<file path="config.mk">
export PLATFORM = sky130hd
export DESIGN_NAME = hazard_unit_flat
export DESIGN_NICKNAME = d
export VERILOG_FILES = /design/src/rtl/hazard_pkg.sv /design/src/rtl/hazard_if.sv /design/src/rtl/hazard_dest_pipe.sv /design/src/rtl/hazard_unit.sv /design/src/flat_wrapper.sv
export SDC_FILE = /design/constraint.sdc
export NUM_CORES = 1
export LEC_CHECK = 0
export CORE_ASPECT_RATIO = 1.2
export CORE_MARGIN = 2
export CORE_UTILIZATION = 25
export DETAILED_ROUTE_END_ITERATION = 10
export PLACE_DENSITY_LB_ADDON = 0.08
export SLEW_MARGIN = 20
export SYNTH_ARGS = -nofsm -noshare
export SYNTH_HDL_FRONTEND = slang
export SYNTH_SLANG_ARGS = --single-unit
</file>
<file path="constraint.sdc">
create_clock -name clk -period 2.4 [get_ports clk]
set_input_delay 0.6 -clock clk [delete_from_list [all_inputs] [get_ports clk]]
set_output_delay 0.6 -clock clk [all_outputs]
set_load 0.02 [all_outputs]
</file>
<file path="src/rtl/hazard_pkg.sv">
// Shared hazard-unit encodings and the operand forwarding compare.
// Latency: n/a (constants and a pure function).
// Backpressure: n/a.
package hazard_pkg;

  localparam int REG_W_DEFAULT = 5;

  // ALU operand source selects
  localparam logic [1:0] FWD_RD  = 2'b00;  // register-file read data from decode
  localparam logic [1:0] FWD_WB  = 2'b01;  // ResultW from writeback
  localparam logic [1:0] FWD_MEM = 2'b10;  // ALUResultM from memory

  // ResultSrcE value that marks a load in execute
  localparam logic [1:0] RESULTSRC_LOAD = 2'b01;

  // Pick the operand source for one execute source register.
  // Addresses arrive zero-extended to 32 bits so any REG_W fits.
  // The memory stage holds the younger result, so it is checked first.
  // x0 is hard-wired to zero and is never forwarded.
  function automatic logic [1:0] fwd_select(
    input logic        wr_m,
    input logic [31:0] rd_m,
    input logic        wr_w,
    input logic [31:0] rd_w,
    input logic [31:0] rs
  );
    if (wr_m && (rd_m != 32'd0) && (rd_m == rs)) begin
      return FWD_MEM;
    end else if (wr_w && (rd_w != 32'd0) && (rd_w == rs)) begin
      return FWD_WB;
    end else begin
      return FWD_RD;
    end
  endfunction

endpackage

</file>
<file path="src/rtl/hazard_if.sv">
// Pipeline <-> hazard unit signal bundle: register fields in, selects/stalls/flushes out.
// Latency: n/a (wires only).
// Backpressure: none; stall/flush lines are the pipeline's only throttle.
interface hazard_if #(
  parameter int REG_W = 5
);
  logic [REG_W-1:0] Rs1D;
  logic [REG_W-1:0] Rs2D;
  logic [REG_W-1:0] Rs1E;
  logic [REG_W-1:0] Rs2E;
  logic [REG_W-1:0] RdE;
  logic             RegWriteE;
  logic [1:0]       ResultSrcE;
  logic             PCSrcE;
  logic [1:0]       ForwardAE;
  logic [1:0]       ForwardBE;
  logic             StallF;
  logic             StallD;
  logic             FlushD;
  logic             FlushE;

  // Pipeline datapath side
  modport master (
    output Rs1D, Rs2D, Rs1E, Rs2E, RdE, RegWriteE, ResultSrcE, PCSrcE,
    input  ForwardAE, ForwardBE, StallF, StallD, FlushD, FlushE
  );

  // Hazard unit side
  modport slave (
    input  Rs1D, Rs2D, Rs1E, Rs2E, RdE, RegWriteE, ResultSrcE, PCSrcE,
    output ForwardAE, ForwardBE, StallF, StallD, FlushD, FlushE
  );
endinterface

</file>
<file path="src/rtl/hazard_dest_pipe.sv">
// Shadow copy of destination register / write enable for the memory and writeback stages.
// Latency: one cycle per stage (execute -> memory -> writeback).
// Backpressure: none; never stalls, bubbles arrive as wr_e=0.
module hazard_dest_pipe #(
  parameter int REG_W = 5
) (
  input  logic             clk,
  input  logic             reset,
  input  logic [REG_W-1:0] rd_e,
  input  logic             wr_e,
  output logic [REG_W-1:0] rd_m,
  output logic             wr_m,
  output logic [REG_W-1:0] rd_w,
  output logic             wr_w
);

  // Advance the destination tags one stage per clock; reset drops anything in flight
  always_ff @(posedge clk) begin
    if (reset) begin
      rd_m <= '0;
      wr_m <= 1'b0;
      rd_w <= '0;
      wr_w <= 1'b0;
    end else begin
      rd_m <= rd_e;
      wr_m <= wr_e;
      rd_w <= rd_m;
      wr_w <= wr_m;
    end
  end

endmodule

</file>
<file path="src/rtl/hazard_unit.sv">
// Forwarding selects, load-use stall and branch flush control, plus stall/flush counters.
// Latency: outputs combinational (zero cycle); tracked state and counters update next clock.
// Backpressure: none received; StallF/StallD/FlushD/FlushE are the backpressure it applies.
module hazard_unit
  import hazard_pkg::*;
#(
  parameter int REG_W = REG_W_DEFAULT,
  parameter int CNT_W = 32
) (
  input  logic             clk,
  input  logic             reset,
  hazard_if.slave          hif,
  output logic [CNT_W-1:0] stall_count,
  output logic [CNT_W-1:0] flush_count
);

  logic [REG_W-1:0] rd_e;
  logic [REG_W-1:0] rd_m;
  logic [REG_W-1:0] rd_w;
  logic             wr_m;
  logic             wr_w;
  logic             lw_stall;
  logic             stall_d;

  assign rd_e = hif.RdE;

  hazard_dest_pipe #(
    .REG_W (REG_W)
  ) u_dest_pipe (
    .clk   (clk),
    .reset (reset),
    .rd_e  (rd_e),
    .wr_e  (hif.RegWriteE),
    .rd_m  (rd_m),
    .wr_m  (wr_m),
    .rd_w  (rd_w),
    .wr_w  (wr_w)
  );

  // A load in execute whose destination is read by the instruction in decode
  assign lw_stall = (hif.ResultSrcE == RESULTSRC_LOAD) && (rd_e != '0) &&
                    ((rd_e == hif.Rs1D) || (rd_e == hif.Rs2D));

  // A taken branch squashes the stall: the dependent instruction is being flushed anyway
  assign stall_d = lw_stall && !hif.PCSrcE && !reset;

  // Operand selects and pipeline control; reset forces a clean, flushed pipeline
  always_comb begin
    hif.ForwardAE = FWD_RD;
    hif.ForwardBE = FWD_RD;
    hif.StallF    = 1'b0;
    hif.StallD    = 1'b0;
    hif.FlushD    = 1'b1;
    hif.FlushE    = 1'b1;
    if (!reset) begin
      hif.ForwardAE = fwd_select(wr_m, 32'(rd_m), wr_w, 32'(rd_w), 32'(hif.Rs1E));
      hif.ForwardBE = fwd_select(wr_m, 32'(rd_m), wr_w, 32'(rd_w), 32'(hif.Rs2E));
      hif.StallF    = stall_d;
      hif.StallD    = stall_d;
      hif.FlushD    = hif.PCSrcE;
      hif.FlushE    = lw_stall || hif.PCSrcE;
    end
  end

  // Count stalled decode cycles and branch flushes, wrapping naturally
  always_ff @(posedge clk) begin
    if (reset) begin
      stall_count <= '0;
      flush_count <= '0;
    end else begin
      if (stall_d) begin
        stall_count <= stall_count + CNT_W'(1);
      end
      if (hif.PCSrcE) begin
        flush_count <= flush_count + CNT_W'(1);
      end
    end
  end

endmodule

</file>
<file path="src/flat_wrapper.sv">
// flat-port wrapper written by rule: the top's interface ports become plain ports
module hazard_unit_flat import hazard_pkg::*;
#(
  parameter int REG_W = REG_W_DEFAULT,
  parameter int CNT_W = 32
)
  (clk, reset, stall_count, flush_count, hif_Rs1D, hif_Rs2D, hif_Rs1E, hif_Rs2E, hif_RdE, hif_RegWriteE, hif_ResultSrcE, hif_PCSrcE, hif_ForwardAE, hif_ForwardBE, hif_StallF, hif_StallD, hif_FlushD, hif_FlushE);
  hazard_if #(.REG_W(REG_W)) hif_i ();
  input  logic clk;
  input  logic reset;
  output logic [CNT_W-1:0] stall_count;
  output logic [CNT_W-1:0] flush_count;
  input wire logic [$bits(hif_i.Rs1D)-1:0] hif_Rs1D;
  input wire logic [$bits(hif_i.Rs2D)-1:0] hif_Rs2D;
  input wire logic [$bits(hif_i.Rs1E)-1:0] hif_Rs1E;
  input wire logic [$bits(hif_i.Rs2E)-1:0] hif_Rs2E;
  input wire logic [$bits(hif_i.RdE)-1:0] hif_RdE;
  input wire logic [$bits(hif_i.RegWriteE)-1:0] hif_RegWriteE;
  input wire logic [$bits(hif_i.ResultSrcE)-1:0] hif_ResultSrcE;
  input wire logic [$bits(hif_i.PCSrcE)-1:0] hif_PCSrcE;
  output wire logic [$bits(hif_i.ForwardAE)-1:0] hif_ForwardAE;
  output wire logic [$bits(hif_i.ForwardBE)-1:0] hif_ForwardBE;
  output wire logic [$bits(hif_i.StallF)-1:0] hif_StallF;
  output wire logic [$bits(hif_i.StallD)-1:0] hif_StallD;
  output wire logic [$bits(hif_i.FlushD)-1:0] hif_FlushD;
  output wire logic [$bits(hif_i.FlushE)-1:0] hif_FlushE;
  assign hif_i.Rs1D = hif_Rs1D;
  assign hif_i.Rs2D = hif_Rs2D;
  assign hif_i.Rs1E = hif_Rs1E;
  assign hif_i.Rs2E = hif_Rs2E;
  assign hif_i.RdE = hif_RdE;
  assign hif_i.RegWriteE = hif_RegWriteE;
  assign hif_i.ResultSrcE = hif_ResultSrcE;
  assign hif_i.PCSrcE = hif_PCSrcE;
  assign hif_ForwardAE = hif_i.ForwardAE;
  assign hif_ForwardBE = hif_i.ForwardBE;
  assign hif_StallF = hif_i.StallF;
  assign hif_StallD = hif_i.StallD;
  assign hif_FlushD = hif_i.FlushD;
  assign hif_FlushE = hif_i.FlushE;
  hazard_unit #(.REG_W(REG_W), .CNT_W(CNT_W)) u_core (.clk(clk), .reset(reset), .hif(hif_i), .stall_count(stall_count), .flush_count(flush_count));
endmodule
</file>
# Word level (Yosys, flattened, before mapping)
# Cells that the tools add are included.
# totals
inputBits	31
ff_bits	76
out_inout_bits	72
# op_classes
n_addsub	2
n_mux	9
reduce_logical	17
n_eq_ne	7
# ops
operator	count
adder 32 x 1 -> 32 bit (second input constant)	2
== test 5 bit	6
nonzero test 5 bit	3
logical AND 1 bit	10
2-to-1 mux 2 bit	4
2-to-1 mux 1 bit	5
== test 2 x 1 -> 1 bit (second input constant)	1
logical NOT 1 bit	2
logical OR 1 bit	2

# Depth between registers and ports, before layout
# logic_depth
word_depth	6
ltp_mapped	7
mapped_depth_nobuf	6

# Modules after synthesis
# A second synthesis with hierarchy kept.
# hier_totals
hier_cells	421
hier_area_um2	3703.6
# modules_own_cells
module	seq_area_each_um2	cells_each	area_each_um2	instances
hazard_unit	1281.2	396	3337.0	1
hazard_dest_pipe	240.2	25	366.6	1

# Worst setup path after synthesis
# No wires, ideal clock.
# synth_path
kind	reg2out
startpoint	register u_core.u_dest_pipe.rd_m[0]
endpoint	output hif_ForwardAE[0]
path_buffers	0
path_slack_ns	-0.159
path_stages_with_launch	5
arrival_time_ns	1.959
path_cell_list	dfxtp_1 -> or4_1 -> o21ai_0 -> nor3_1 -> nor4_1
# synth_between
elab_chain_cells	5
word_cells_on_any_way	6
classes_between	eq/ne: 1; mux: 2; reduce/logical: 3
# synth_rtl
element	line_no	rtl
start: declaration	hazard_dest_pipe.sv:11	output logic [REG_W-1:0] rd_m,
start signal: assignment	hazard_dest_pipe.sv:25	rd_m <= rd_e;
nonzero test 5 bit	hazard_pkg.sv:27	if (wr_m && (rd_m != 32'd0) && (rd_m == rs)) begin
logical AND 1 bit	hazard_pkg.sv:27	
logical AND 1 bit *	hazard_pkg.sv:27	
2-to-1 mux 2 bit *	hazard_pkg.sv:27	
2-to-1 mux 2 bit *	hazard_unit.sv:55	if (!reset) begin
end: declaration	flat_wrapper.sv:21	output wire logic [$bits(hif_i.ForwardAE)-1:0] hif_ForwardAE;
# Mark *: on every way between the ends. The rest lies on a longest branch, timed or not.

# Final worst setup path
# layout_path
startpoint	input reset
endpoint	output hif_ForwardBE[0]
# layout_between
elab_chain_cells	1
# layout_rtl
element	line_no	rtl
start: declaration	flat_wrapper.sv:10	input logic reset;
2-to-1 mux 2 bit	hazard_unit.sv:55	
end: declaration	flat_wrapper.sv:22	output wire logic [$bits(hif_i.ForwardBE)-1:0] hif_ForwardBE;
# Every way passes these cells.

==> run_results.csv <==
group,metric,value,unit
status,status,"finished with violations",
status,violations,"setup timing",
synthesis,synthMuxAreaShare,1.66,%
sta,rsz0062_at_grt,"yes",
min_path,hp-class,"register to register",
min_path,min_from,"u_core.stall_count[31]",
floorplanning,die_y,143,um
placement,place_congestion,0.752,
clock_tree,clk_path_buf_depth,2,
placement,post-dp-hpwl,8420,um
routing,drt-total-wl,11800,um
cells_and_area,syn_to_final_growth,49.8,%
setup_path,worstReg2RegEnd,"u_core.stall_count[28]",
global_routing,overflow,0,
job,drv_cap,0,
cells_and_area,final_cell_mix,"dfxtp_1 (73), clkdlybuf4s50_1 (71), nor2_1 (49), buf_4 (49), xnor2_1 (33)",
min_path,hold_end,"u_core.stall_count[31]",
setup_path,critical_path_arrival,1.95,ns
synthesis,ys_seq_area_share,38.1,%
power_and_ir_drop,power,3.22,mW
global_routing,grt_use_total,14.5,%
floorplanning,die_w,119,um
clock_tree,cts_sinks,76,
power_and_ir_drop,leakage,2.06,nW
power_and_ir_drop,p_comb_share,8.1,%
clock_tree,clk_latency,0.34,ns
setup_path,crit_path_start_kind,"input port",
placement,placedInstanceArea,0.00556,sq mm
sta,setup_viol,2,
clock_tree,cts_root_buf,"clkbuf_16",
cells_and_area,final_common_cell,"dfxtp_1",
synthesis,synthXorXnorAreaFrac,13.1,%
synthesis,synth_top_family_by_area,"simple AND/OR/NAND/NOR gates",
synthesis,synthCells,462,
sta,hold_viol,0,
sta,fmax,0.393,GHz
floorplanning,io_pins,103,
power_and_ir_drop,swShare,21.7,%
global_routing,antenna_found_initial,0,
clock_tree,cts_tree,"built",
global_routing,grt_pass1_vias,3814,
clock_tree,cts_buffers,9,
cells_and_area,final_nets,632,
routing,drtAntennaViolNets,0,
sta,relSlewSlack,67.9,%
power_and_ir_drop,internal_power,2.52,mW
setup_path,r2r_cells,6,
sta,fin_ws,-0.147,ns
sta,period_minus_slack,2.55,ns
routing,drt_iter0_markers,183,
floorplanning,core-area,0.0156,sq mm
cells_and_area,drive_gt1_share,20.5,%
sta,hold_ws,0.485,ns
synthesis,synth_area_per_cell,8.65,sq um
sta,fin_skew,0.00702,ns
setup_path,worstPathRequired,1.80,ns
synthesis,synth-simple-area-share,31.9,%
routing,route.detailed.drc,0,
min_path,worstHoldPathCells,2,
placement,dp_cells,794,
placement,port_buffers,102,
global_routing,grt_max_degree,57,
sta,tightestPinTransition,0.481,ns
power_and_ir_drop,p_switching,0.700,mW
setup_path,reg2reg_slack,0.33,ns
floorplanning,initial_core_util,25.6,%
cells_and_area,final_cells,812,
cells_and_area,n_antenna_cell,0,
power_and_ir_drop,power_density,538,mW/mm^2
synthesis,synth_compound_gate_area_share,9.99,%
routing,dr.pass1.iters,4,
synthesis,synth_nets,495,
setup_path,critPathKind,"input port to primary output",
power_and_ir_drop,seqPwrFrac,39.9,%
synthesis,yosysUniqueCellTypes,39,
routing,vias,3808,
power_and_ir_drop,clock_power_share,52.0,%
clock_tree,ctsHtreeMaxLevel,3,
setup_path,end_kind,"primary output",
sta,drv_slew,0,
synthesis,synth_area,0.00400,sq mm
routing,avgViaCountPerCell,4.69,
synthesis,synth_edf_count,0,
setup_path,r2r-start,"u_core.stall_count[9]",
sta,tns,-0.289,ns
synthesis,synthAdderAreaFrac,0.626,%
power_and_ir_drop,vdd_drop_max,0.000325,V
synthesis,ys_seq_elements,76,
cells_and_area,final_cell_area,0.00599,sq mm
clock_tree,cts.hold.buffers_added,0,
floorplanning,rows,50,
floorplanning,dieArea,0.0170,sq mm
routing,drt-wirelength-per-cell,14.5,um
sta,fin_crit_sh,106,%
synthesis,synthFlopType,"dfxtp_1",
setup_path,crit_fanout,2,
global_routing,grt_pass1_wl,19600,um
clock_tree,path_clk_slew,0.06,ns
synthesis,async_reset_ff_share,0,%
synthesis,ys_warn_count,0,
==> flip-flops by register name (all words and copies together), names as in the netlist <==
name	count
u_core.u_dest_pipe.rd_m	5
u_core.stall_count	32
u_core.u_dest_pipe.wr_m	1
u_core.flush_count	32
u_core.u_dest_pipe.wr_w	1
u_core.u_dest_pipe.rd_w	5
==> power by group through the flow <==
stage | Clock, mW | Sequential, mW | Combinational [mW]
floorplan | 0 | 1.32 | 0.110
global placement | 0 | 1.31 | 0.257
detailed placement | 0 | 1.31 | 0.257
CTS | 1.74 | 1.28 | 0.253
global route | 1.79 | 1.29 | 0.288
finish | 1.68 | 1.29 | 0.261
==> cells in the mapped netlist (2+ instances only) <==
library cell,n,area [sq um]
a21oi_1,28,140
and2_1,5,31.3
and3_1,9,56.3
and4_1,7,61.3
buf_1,3,11.3
buf_2,5,25.0
buf_4,4,30.0
buf_6,2,22.5
clkbuf_1,14,52.6
dfxtp_1,76,1520
ha_1,2,25.0
inv_1,11,41.3
mux2_1,2,22.5
mux2_2,3,33.8
nand2_1,24,90.1
nand3_1,25,125
nand3_2,2,20.0
nand4_1,12,75.1
nor2_1,51,191
nor2b_1,17,106
nor3_1,8,40.0
nor3_2,5,50.1
nor4_1,5,31.3
nor4_2,8,100
o21ai_0,7,35.0
o31ai_1,24,180
or3_1,5,31.3
or4_1,28,210
or4_4,2,22.5
xnor2_1,33,289
xor2_1,27,236
==> stage by stage <==
| stage | utilization, % | setup WS (ns) |
|---|---|---|
| 6_report | 38.3 | -0.147 |
| 5_1_grt | 38.3 | -0.240 |
| 4_1_cts | 37.9 | -0.165 |
| 3_5_place_dp | 35.6 | -0.758 |
| 3_3_place_gp | 35.6 | -0.764 |
| 2_1_floorplan | - | 0.0369 |
==> worst max-delay path by stage <==
stage / start / to / slack (ns) / cells after the start
detailed placement: hif_RdE[3] / hif_StallF / -0.76 / 7
global route: u_core.u_dest_pipe.rd_m[0] / hif_ForwardAE[0] / -0.24 / 6
CTS: u_core.u_dest_pipe.rd_m[0] / hif_ForwardAE[0] / -0.16 / 6
global placement: hif_RdE[3] / hif_StallF / -0.76 / 7
finish: reset / hif_ForwardBE[0] / -0.15 / 6
floorplan: u_core.u_dest_pipe.rd_m[0] / hif_ForwardAE[0] / 0.04 / 4
==> routing by layer <==
layer / share of wire, % / track usage, %
met1: 45 / 18.1
met2: 49 / 24.5
met3: 4.0 / 2.88
met4: 1.8 / 5.94
met5: 0 / 0
==> final cells by class <==
class	instances	area, sq um
Inverter	11	41.3
Timing Repair Buffer	154	1410
Clock inverter	7	139
Clock buffer	9	225
Multi-Input combinational cell	347	2390
Sequential cell	76	1530
Fill cell	1647	9650
Tap cell	208	260
==> worst max-delay path, cell delays in order <==
cell and delay (ns):
buf_6 0.10, nor2b_1 0.12, o21ai_1 0.12, or4_4 0.56, nor4_4 0.27, buf_4 0.18
==> cells by family after synthesis <==
kind of cell,after synthesis
AND/OR/NAND/NOR,217
buffers and inverters,39
XOR/XNOR,60
multiplexers,6
adder cells (fa/ha/maj),2
flip-flops,76
AO/OA/AOI/OAI,62
==> timing repair <==
action | CTS | global route
pin swaps | 18 | 11
buffers inserted | 1 | 1
gates resized for setup | 89 | 14
endpoints found under the setup margin | 35 | 10
(Power assumes the default switching activity.)
